## config.mk

```make
export PLATFORM = sky130hd
export DESIGN_NAME = commit_trace_buffer
export DESIGN_NICKNAME = d
export VERILOG_FILES = /design/src/rtl/trace_pkg.sv /design/src/rtl/trace_fifo.sv /design/src/rtl/commit_trace_buffer.sv
export SDC_FILE = /design/constraint.sdc
export NUM_CORES = 1
export LEC_CHECK = 0
export ABC_AREA = 1
export CELL_PAD_IN_SITES_DETAIL_PLACEMENT = 0
export CELL_PAD_IN_SITES_GLOBAL_PLACEMENT = 2
export CORE_MARGIN = 8
export CORE_UTILIZATION = 41
export CTS_CLUSTER_SIZE = 8
export DETAILED_ROUTE_END_ITERATION = 6
export PLACE_DENSITY_LB_ADDON = 0.1
export SETUP_SLACK_MARGIN = 0.4
export SLEW_MARGIN = 5
export SYNTH_ARGS = -nofsm -noshare
export SYNTH_HDL_FRONTEND = slang
export SYNTH_HIERARCHICAL = 1
export SYNTH_SLANG_ARGS = --single-unit
```

## constraint.sdc

```tcl
create_clock -name clk -period 11.7 [get_ports clk]
set_input_delay 1.755 -clock clk [delete_from_list [all_inputs] [get_ports clk]]
set_output_delay 1.755 -clock clk [all_outputs]
set_load 0.05 [all_outputs]
```

## src/rtl/trace_pkg.sv

```systemverilog
// Shared types and helpers for the commit trace buffer.
package trace_pkg;

  localparam int MAX_LANES   = 2;
  localparam int RD_W        = 5;
  localparam int TRACE_XLEN  = 32;
  localparam int TRACE_SEQ_W = 16;

  // Field order matches the packed entry layout built in the top (pc in the MSBs, seq in the LSBs).
  typedef struct packed {
    logic [TRACE_XLEN-1:0]  pc;
    logic [TRACE_XLEN-1:0]  instr;
    logic [TRACE_XLEN-1:0]  result;
    logic [RD_W-1:0]        rd;
    logic                   regwrite;
    logic [TRACE_SEQ_W-1:0] seq;
  } trace_entry_t;

  function automatic logic [1:0] lane_count(input logic [MAX_LANES-1:0] v);
    return {1'b0, v[0]} + {1'b0, v[1]};
  endfunction

endpackage

```

## src/rtl/trace_fifo.sv

```systemverilog
// Circular entry store accepting up to LANES pushes and one pop per cycle.
module trace_fifo
  import trace_pkg::*;
#(
  parameter int W     = 8,
  parameter int LANES = 1,
  parameter int DEPTH = 16
) (
  input  logic                     clk,
  input  logic                     reset,
  input  logic [1:0]               push_cnt_i,
  input  logic [LANES*W-1:0]       push_data_i,
  input  logic                     pop_i,
  output logic [W-1:0]             head_o,
  output logic [$clog2(DEPTH):0]   count_o
);

  localparam int AW = $clog2(DEPTH);
  localparam int CW = AW + 1;

  logic [W-1:0]  mem [DEPTH];
  logic [AW-1:0] wr_q, wr_d, rd_q, rd_d;
  logic [CW-1:0] count_q, count_d;

  always_comb begin
    wr_d    = wr_q + AW'(push_cnt_i);
    rd_d    = rd_q + AW'(pop_i);
    count_d = count_q + CW'(push_cnt_i) - CW'(pop_i);
  end

  always_ff @(posedge clk) begin
    if (reset) begin
      wr_q    <= '0;
      rd_q    <= '0;
      count_q <= '0;
    end else begin
      wr_q    <= wr_d;
      rd_q    <= rd_d;
      count_q <= count_d;
    end
  end

  // Storage carries no reset; occupancy alone decides what is valid.
  always_ff @(posedge clk) begin
    for (int i = 0; i < LANES; i++) begin
      if (!reset && (push_cnt_i > 2'(i)))
        mem[wr_q + AW'(i)] <= push_data_i[i*W +: W];
    end
  end

  assign head_o  = mem[rd_q];
  assign count_o = count_q;

endmodule

```

## src/rtl/commit_trace_buffer.sv

```systemverilog
// Multi-lane retire trace capture: never stalls the core, drops on full and accounts for the loss.
module commit_trace_buffer
  import trace_pkg::*;
#(
  parameter int XLEN   = 32,
  parameter int LANES  = 1,
  parameter int DEPTH  = 16,
  parameter int SEQ_W  = 16,
  parameter int DROP_W = 16
) (
  input  logic                      clk,
  input  logic                      reset,
  input  logic [LANES-1:0]          ret_valid,
  input  logic [LANES*XLEN-1:0]     ret_pc,
  input  logic [LANES*XLEN-1:0]     ret_instr,
  input  logic [LANES*XLEN-1:0]     ret_result,
  input  logic [LANES*RD_W-1:0]     ret_rd,
  input  logic [LANES-1:0]          ret_regwrite,
  input  logic                      filter_x0,
  input  logic                      clear_ovf,
  output logic                      trace_valid,
  input  logic                      trace_ready,
  output logic [XLEN-1:0]           trace_pc,
  output logic [XLEN-1:0]           trace_instr,
  output logic [XLEN-1:0]           trace_result,
  output logic [RD_W-1:0]           trace_rd,
  output logic                      trace_regwrite,
  output logic [SEQ_W-1:0]          trace_seq,
  output logic [$clog2(DEPTH):0]    fill_level,
  output logic                      overflow,
  output logic [DROP_W-1:0]         drop_count
);

  localparam int AW      = $clog2(DEPTH);
  localparam int FW      = AW + 2;
  localparam int ENTRY_W = 3*XLEN + RD_W + 1 + SEQ_W;
  localparam int O_RW    = SEQ_W;
  localparam int O_RD    = SEQ_W + 1;
  localparam int O_RES   = O_RD + RD_W;
  localparam int O_INS   = O_RES + XLEN;
  localparam int O_PC    = O_INS + XLEN;

  function automatic logic [DROP_W-1:0] sat_add(input logic [DROP_W-1:0] a, input logic [1:0] b);
    logic [DROP_W:0] s;
    s = {1'b0, a} + (DROP_W+1)'(b);
    return s[DROP_W] ? {DROP_W{1'b1}} : s[DROP_W-1:0];
  endfunction

  logic [SEQ_W-1:0]       seq_q, seq_d;
  logic                   ovf_q, ovf_d;
  logic [DROP_W-1:0]      drop_q, drop_d;
  logic [ENTRY_W-1:0]     lane_entry [LANES];
  logic [LANES*ENTRY_W-1:0] push_data;
  logic [ENTRY_W-1:0]     head_w;
  logic [AW:0]            fill_w;
  logic [FW-1:0]          free_w;
  logic [1:0]             n_valid, n_acc, n_drop;
  logic                   pop_w;

  // Each valid lane takes the sequence slot of its position among this cycle's valid lanes.
  for (genvar l = 0; l < LANES; l++) begin : g_lane
    logic [SEQ_W-1:0] seq_l;
    logic [RD_W-1:0]  rd_l;
    if (l == 0) begin : g_first
      assign seq_l = seq_q;
    end else begin : g_later
      assign seq_l = seq_q + SEQ_W'(ret_valid[0]);
    end
    assign rd_l = ret_rd[l*RD_W +: RD_W];
    assign lane_entry[l] = {ret_pc[l*XLEN +: XLEN], ret_instr[l*XLEN +: XLEN],
                            ret_result[l*XLEN +: XLEN], rd_l,
                            ret_regwrite[l] & ~(filter_x0 & (rd_l == '0)), seq_l};
  end

  // Compact valid lanes into slot order so a lone lane 1 lands in slot 0.
  assign push_data[0 +: ENTRY_W] = ret_valid[0] ? lane_entry[0] : lane_entry[LANES-1];
  if (LANES > 1) begin : g_slot1
    assign push_data[ENTRY_W +: ENTRY_W] = lane_entry[1];
  end

  assign n_valid = lane_count(MAX_LANES'(ret_valid));
  assign pop_w   = trace_valid & trace_ready;
  assign free_w  = FW'(DEPTH) - FW'(fill_w) + FW'(pop_w);

  always_comb begin
    n_acc = n_valid;
    if (FW'(n_valid) > free_w) n_acc = free_w[1:0];
  end

  assign n_drop = n_valid - n_acc;

  always_comb begin
    seq_d  = seq_q + SEQ_W'(n_valid);
    ovf_d  = ovf_q;
    drop_d = drop_q;
    if (n_drop != 2'd0) begin
      ovf_d  = 1'b1;
      drop_d = clear_ovf ? DROP_W'(n_drop) : sat_add(drop_q, n_drop);
    end else if (clear_ovf) begin
      ovf_d  = 1'b0;
      drop_d = '0;
    end
  end

  always_ff @(posedge clk) begin
    if (reset) begin
      seq_q  <= '0;
      ovf_q  <= 1'b0;
      drop_q <= '0;
    end else begin
      seq_q  <= seq_d;
      ovf_q  <= ovf_d;
      drop_q <= drop_d;
    end
  end

  trace_fifo #(
    .W     (ENTRY_W),
    .LANES (LANES),
    .DEPTH (DEPTH)
  ) u_fifo (
    .clk         (clk),
    .reset       (reset),
    .push_cnt_i  (n_acc),
    .push_data_i (push_data),
    .pop_i       (pop_w),
    .head_o      (head_w),
    .count_o     (fill_w)
  );

  assign trace_valid    = (fill_w != '0);
  assign trace_pc       = trace_valid ? head_w[O_PC  +: XLEN] : '0;
  assign trace_instr    = trace_valid ? head_w[O_INS +: XLEN] : '0;
  assign trace_result   = trace_valid ? head_w[O_RES +: XLEN] : '0;
  assign trace_rd       = trace_valid ? head_w[O_RD  +: RD_W] : '0;
  assign trace_regwrite = trace_valid & head_w[O_RW];
  assign trace_seq      = trace_valid ? head_w[SEQ_W-1:0] : '0;
  assign fill_level     = fill_w;
  assign overflow       = ovf_q;
  assign drop_count     = drop_q;

endmodule

```

==> metrics.md <==
| Metric | Value |
|---|---|
| Placer Congestion | `0.734` |
| Vias in the first global route | `55600` |
| CP most frequent cell | `nand2_1` |
| Combinational share of power | `27.7%` |
| Cell taking the most area after synthesis | `edfxtp_1` |
| I/O pin total | `249` |
| GR Util All Layers | `21.1%` |
| Synth unique cells | `39` |
| Sink Count | `1934` |
| Setup_tns | `0 ns` |
| Tcrit/Tclk final | `65.2%` |
| GRT overflow | `0` |
| Max_cap viols | `0` |
| Sequential cell area | `57600 um^2` |
| H-tree depth | `5` |
| Nets | `8595` |
| Power Internal | `14000 uW` |
| Delay of the slowest cell on the worst path | `0.83 ns` |
| Net Sw Power | `7110 uW` |
| Iteration-0 DRC count of the detailed router | `3720` |
| Crit-path cells | `buf_4 -> buf_12 -> buf_4 -> nand2_1 -> nand2_1 -> nand2_1 -> nand3_1 -> nand3_1 -> nand2_1 -> nand2_1 -> inv_1 -> clkdlybuf4s50_1` |
| Clock power frac | `34.4%` |
| Max_slew headroom | `24.7%` |
| Critical path class | `reg -> out` |
| Remaining DRCs | `0` |
| Largest delay contributor family on the critical path | `buffers and inverters` |
| Clk root buf | `clkbuf_16` |
| Pin count of the biggest net entering global routing | `208` |
| Starting Density | `41.2%` |
| Status | `finished clean` |
| Mean area per synthesized cell | `10.2 um^2` |
| Die height | `469 um` |
| TritonCTS clock tree | `built` |
| Fillers | `18700` |
| Die area | `220000 um^2` |
| Post-route ant nets | `0` |
| Least-Margin Pin Slew | `1.13 ns` |
| Synthesized area | `84000 um^2` |
| Vias post-DR | `55400` |
| Leading post-synthesis cells by cell area | `edfxtp_1, nand2_1, nand3_1, inv_1, buf_2` |
| DR WL/cell | `20.9 um` |
| Setup-failing EPs final | `0` |
| Core ar. | `204000 um^2` |
| RSZ-0062 raised after global routing | `no` |
| Reg clk slew, reported paths | `0.05 ns` |
| Minimum clock period | `7.62 ns` |
| Worst min-delay path class | `reg -> reg` |
| IO Port Bufs | `248` |
| Pleak | `0.0409 uW` |
| Crit path max fanout | `179` |
| Area Growth Syn to Fin | `14.9%` |
| Pins Over Slew Limit | `0` |
| Yosys Warn Count | `6` |
| WP buf/inv | `5` |
| Pwr dens | `219 nW/um^2` |
| Vias per cell | `4.95` |
| Resized cells post-CTS | `0` |
| # rows | `166` |
| Initial antenna violation count | `16` |
| Worst EP required | `9.95 ns` |
| Hold Buf Count CTS | `0` |
| Clock Latency Late Sink | `0.90 ns` |
| Final Skew | `0.0280 ns` |
| Drt pass-1 iters | `5` |
| Routed wire length | `234000 um` |
| Global-route wire length before repair | `353000 um` |
| Register bit count reported by yosys | `1934` |
| CTS Buf Count | `291` |
| Slowest stage cell, crit path | `clkdlybuf4s50_1` |
| Die W | `469 um` |
| Sequential share of the synthesized area | `68.6%` |
| Net Sw Frac | `33.7%` |
| Yosys top cell area share | `67.5%` |
| Multi-input logic area | `18600 um^2` |
| Layout cells sized above 1 | `5.09%` |
| Post-Synthesis Cells | `8252` |
| Fin. Hold Viols | `0` |
| Max clock buf depth | `4` |
| Maximum clock frequency | `0.131 GHz` |
| Post-CTS Setup Repair Bufs | `0` |
| Min Hold Slack | `0.479 ns` |
| Worst Path Arrival | `5.87 ns` |
| Critical Path End Type | `output port` |
| VDD IR max | `0.000158 V` |
| Seq pwr share | `37.9%` |
| Placed wire-length estimate | `112000 um` |
| Startpoint types | `register` |
==> tightest hold or removal path: stages (launching register included) <==
cell and delay, ns:
dfxtp_1 0.30, nand2_1 0.06, a21oi_1 0.06
==> cells by family after synthesis <==
family / synth area share (%)
AOI/OAI and AO/OA: 0.335
xor gates and xnor gates: 0.0938
adders and majority gates: 0.340
buffers and inverters: 9.46
DFF: 68.6
other: 0.00446
and+or+nand+nor: 21.2
==> area by class of cell <==
type,count,share of cell area (%)
repair buffers,332,3.41
diodes,6,0.0156
clock inverters,3,0.0350
inverters,1593,6.24
multi-input cells,4314,19.3
flip-flops and latches,1934,59.7
well taps,2688,3.48
clock buffers,328,7.84
==> Yosys cell counts, drive strengths merged <==
| library cell | n |
|---|---|
| nor4 | 1 |
| dfxtp | 46 |
| nand3 | 1447 |
| nand4 | 9 |
| or2 | 3 |
| nand3b | 1 |
| o211ai | 2 |
| and3 | 1 |
| a31oi | 1 |
| edfxtp | 1888 |
| clkbuf | 122 |
| conb | 1 |
| nor3 | 6 |
| o21a | 1 |
| nand2 | 2691 |
| xnor2 | 5 |
| a21oi | 31 |
| o21ai | 15 |
| inv | 1593 |
| o21bai | 1 |
| ha | 18 |
| fa | 3 |
| nor2 | 71 |
| xor2 | 4 |
| buf | 291 |
==> registers in the layout, indices dropped and copies added, names as in the netlist <==
register and cells:
g_lane.seq_l 16, u_fifo/rd_q 4, u_fifo/wr_q 4, u_fifo/mem 1888, drop_count 16, overflow 1, u_fifo/count_o 5
==> cell usage in the layout (no fill, tap or decap), types with 3 or more instances in the layout <==
cell type,count
clkbuf_1,30
dfxtp_1,42
nor2_4,20
nand3_1,1444
a21oi_1,29
diode_2,6
o21ai_0,11
nor2_2,3
clkbuf_16,298
or2_2,3
buf_12,14
inv_8,3
edfxtp_1,1888
inv_1,1589
nor2_1,48
nand2_2,3
dfxtp_4,4
nand4_1,9
fa_1,3
xnor2_1,5
nand2_1,2686
nor3_1,4
clkdlybuf4s50_1,248
conb_1,3
xor2_1,4
buf_4,70
ha_1,18
==> metal layers <==
| metal | share of wire, % | vias to the layer above | global-route usage, % |
|---|---|---|---|
| met5 | 0.016 | - | 0 |
| met4 | 2.2 | 6 | 5.45 |
| met3 | 4.7 | 347 | 3.35 |
| met2 | 47 | 1144 | 35.1 |
| met1 | 46 | 27100 | 29.1 |
| li1 | - | 26800 | - |
==> through the flow <==
| stage | std cells | power [uW] | util (%) | instance area [um^2] | setup slack, ns |
|---|---|---|---|---|---|
| after CTS | 11200 | 21400 | 47.3 | 96500 | 4.03 |
| after detailed placement | 10900 | 14100 | 43.5 | 88900 | 4.89 |
| after floorplan | 8254 | 12100 | - | 84000 | 2.81 |
| after global placement | 10900 | 14100 | 43.5 | 88900 | 4.86 |
| after global routing | 11200 | 22200 | 47.3 | 96500 | 3.75 |
| final | 11200 | 21100 | 47.3 | 96500 | 4.08 |
==> power groups by stage <==
stage	registers [uW]	logic, uW	clock network [uW]
floorplan	8170	3980	0
global placement	8120	5940	0
detailed placement	8130	5940	0
CTS	8000	5970	7480
global route	8010	6450	7720
finish	8000	5840	7260
==> worst paths after layout <==
path	startpoint	end	slack, ns	depth (start not counted)
max	u_fifo/rd_q[0]	trace_result[10]	4.08	12
min	overflow	overflow	0.48	2
max reg2reg	u_fifo/count_o[2]	u_fifo/mem[7][69]	5.95	15
min reg2reg	overflow	overflow	0.48	2
Note: power is estimated with default switching activity, not from simulation.
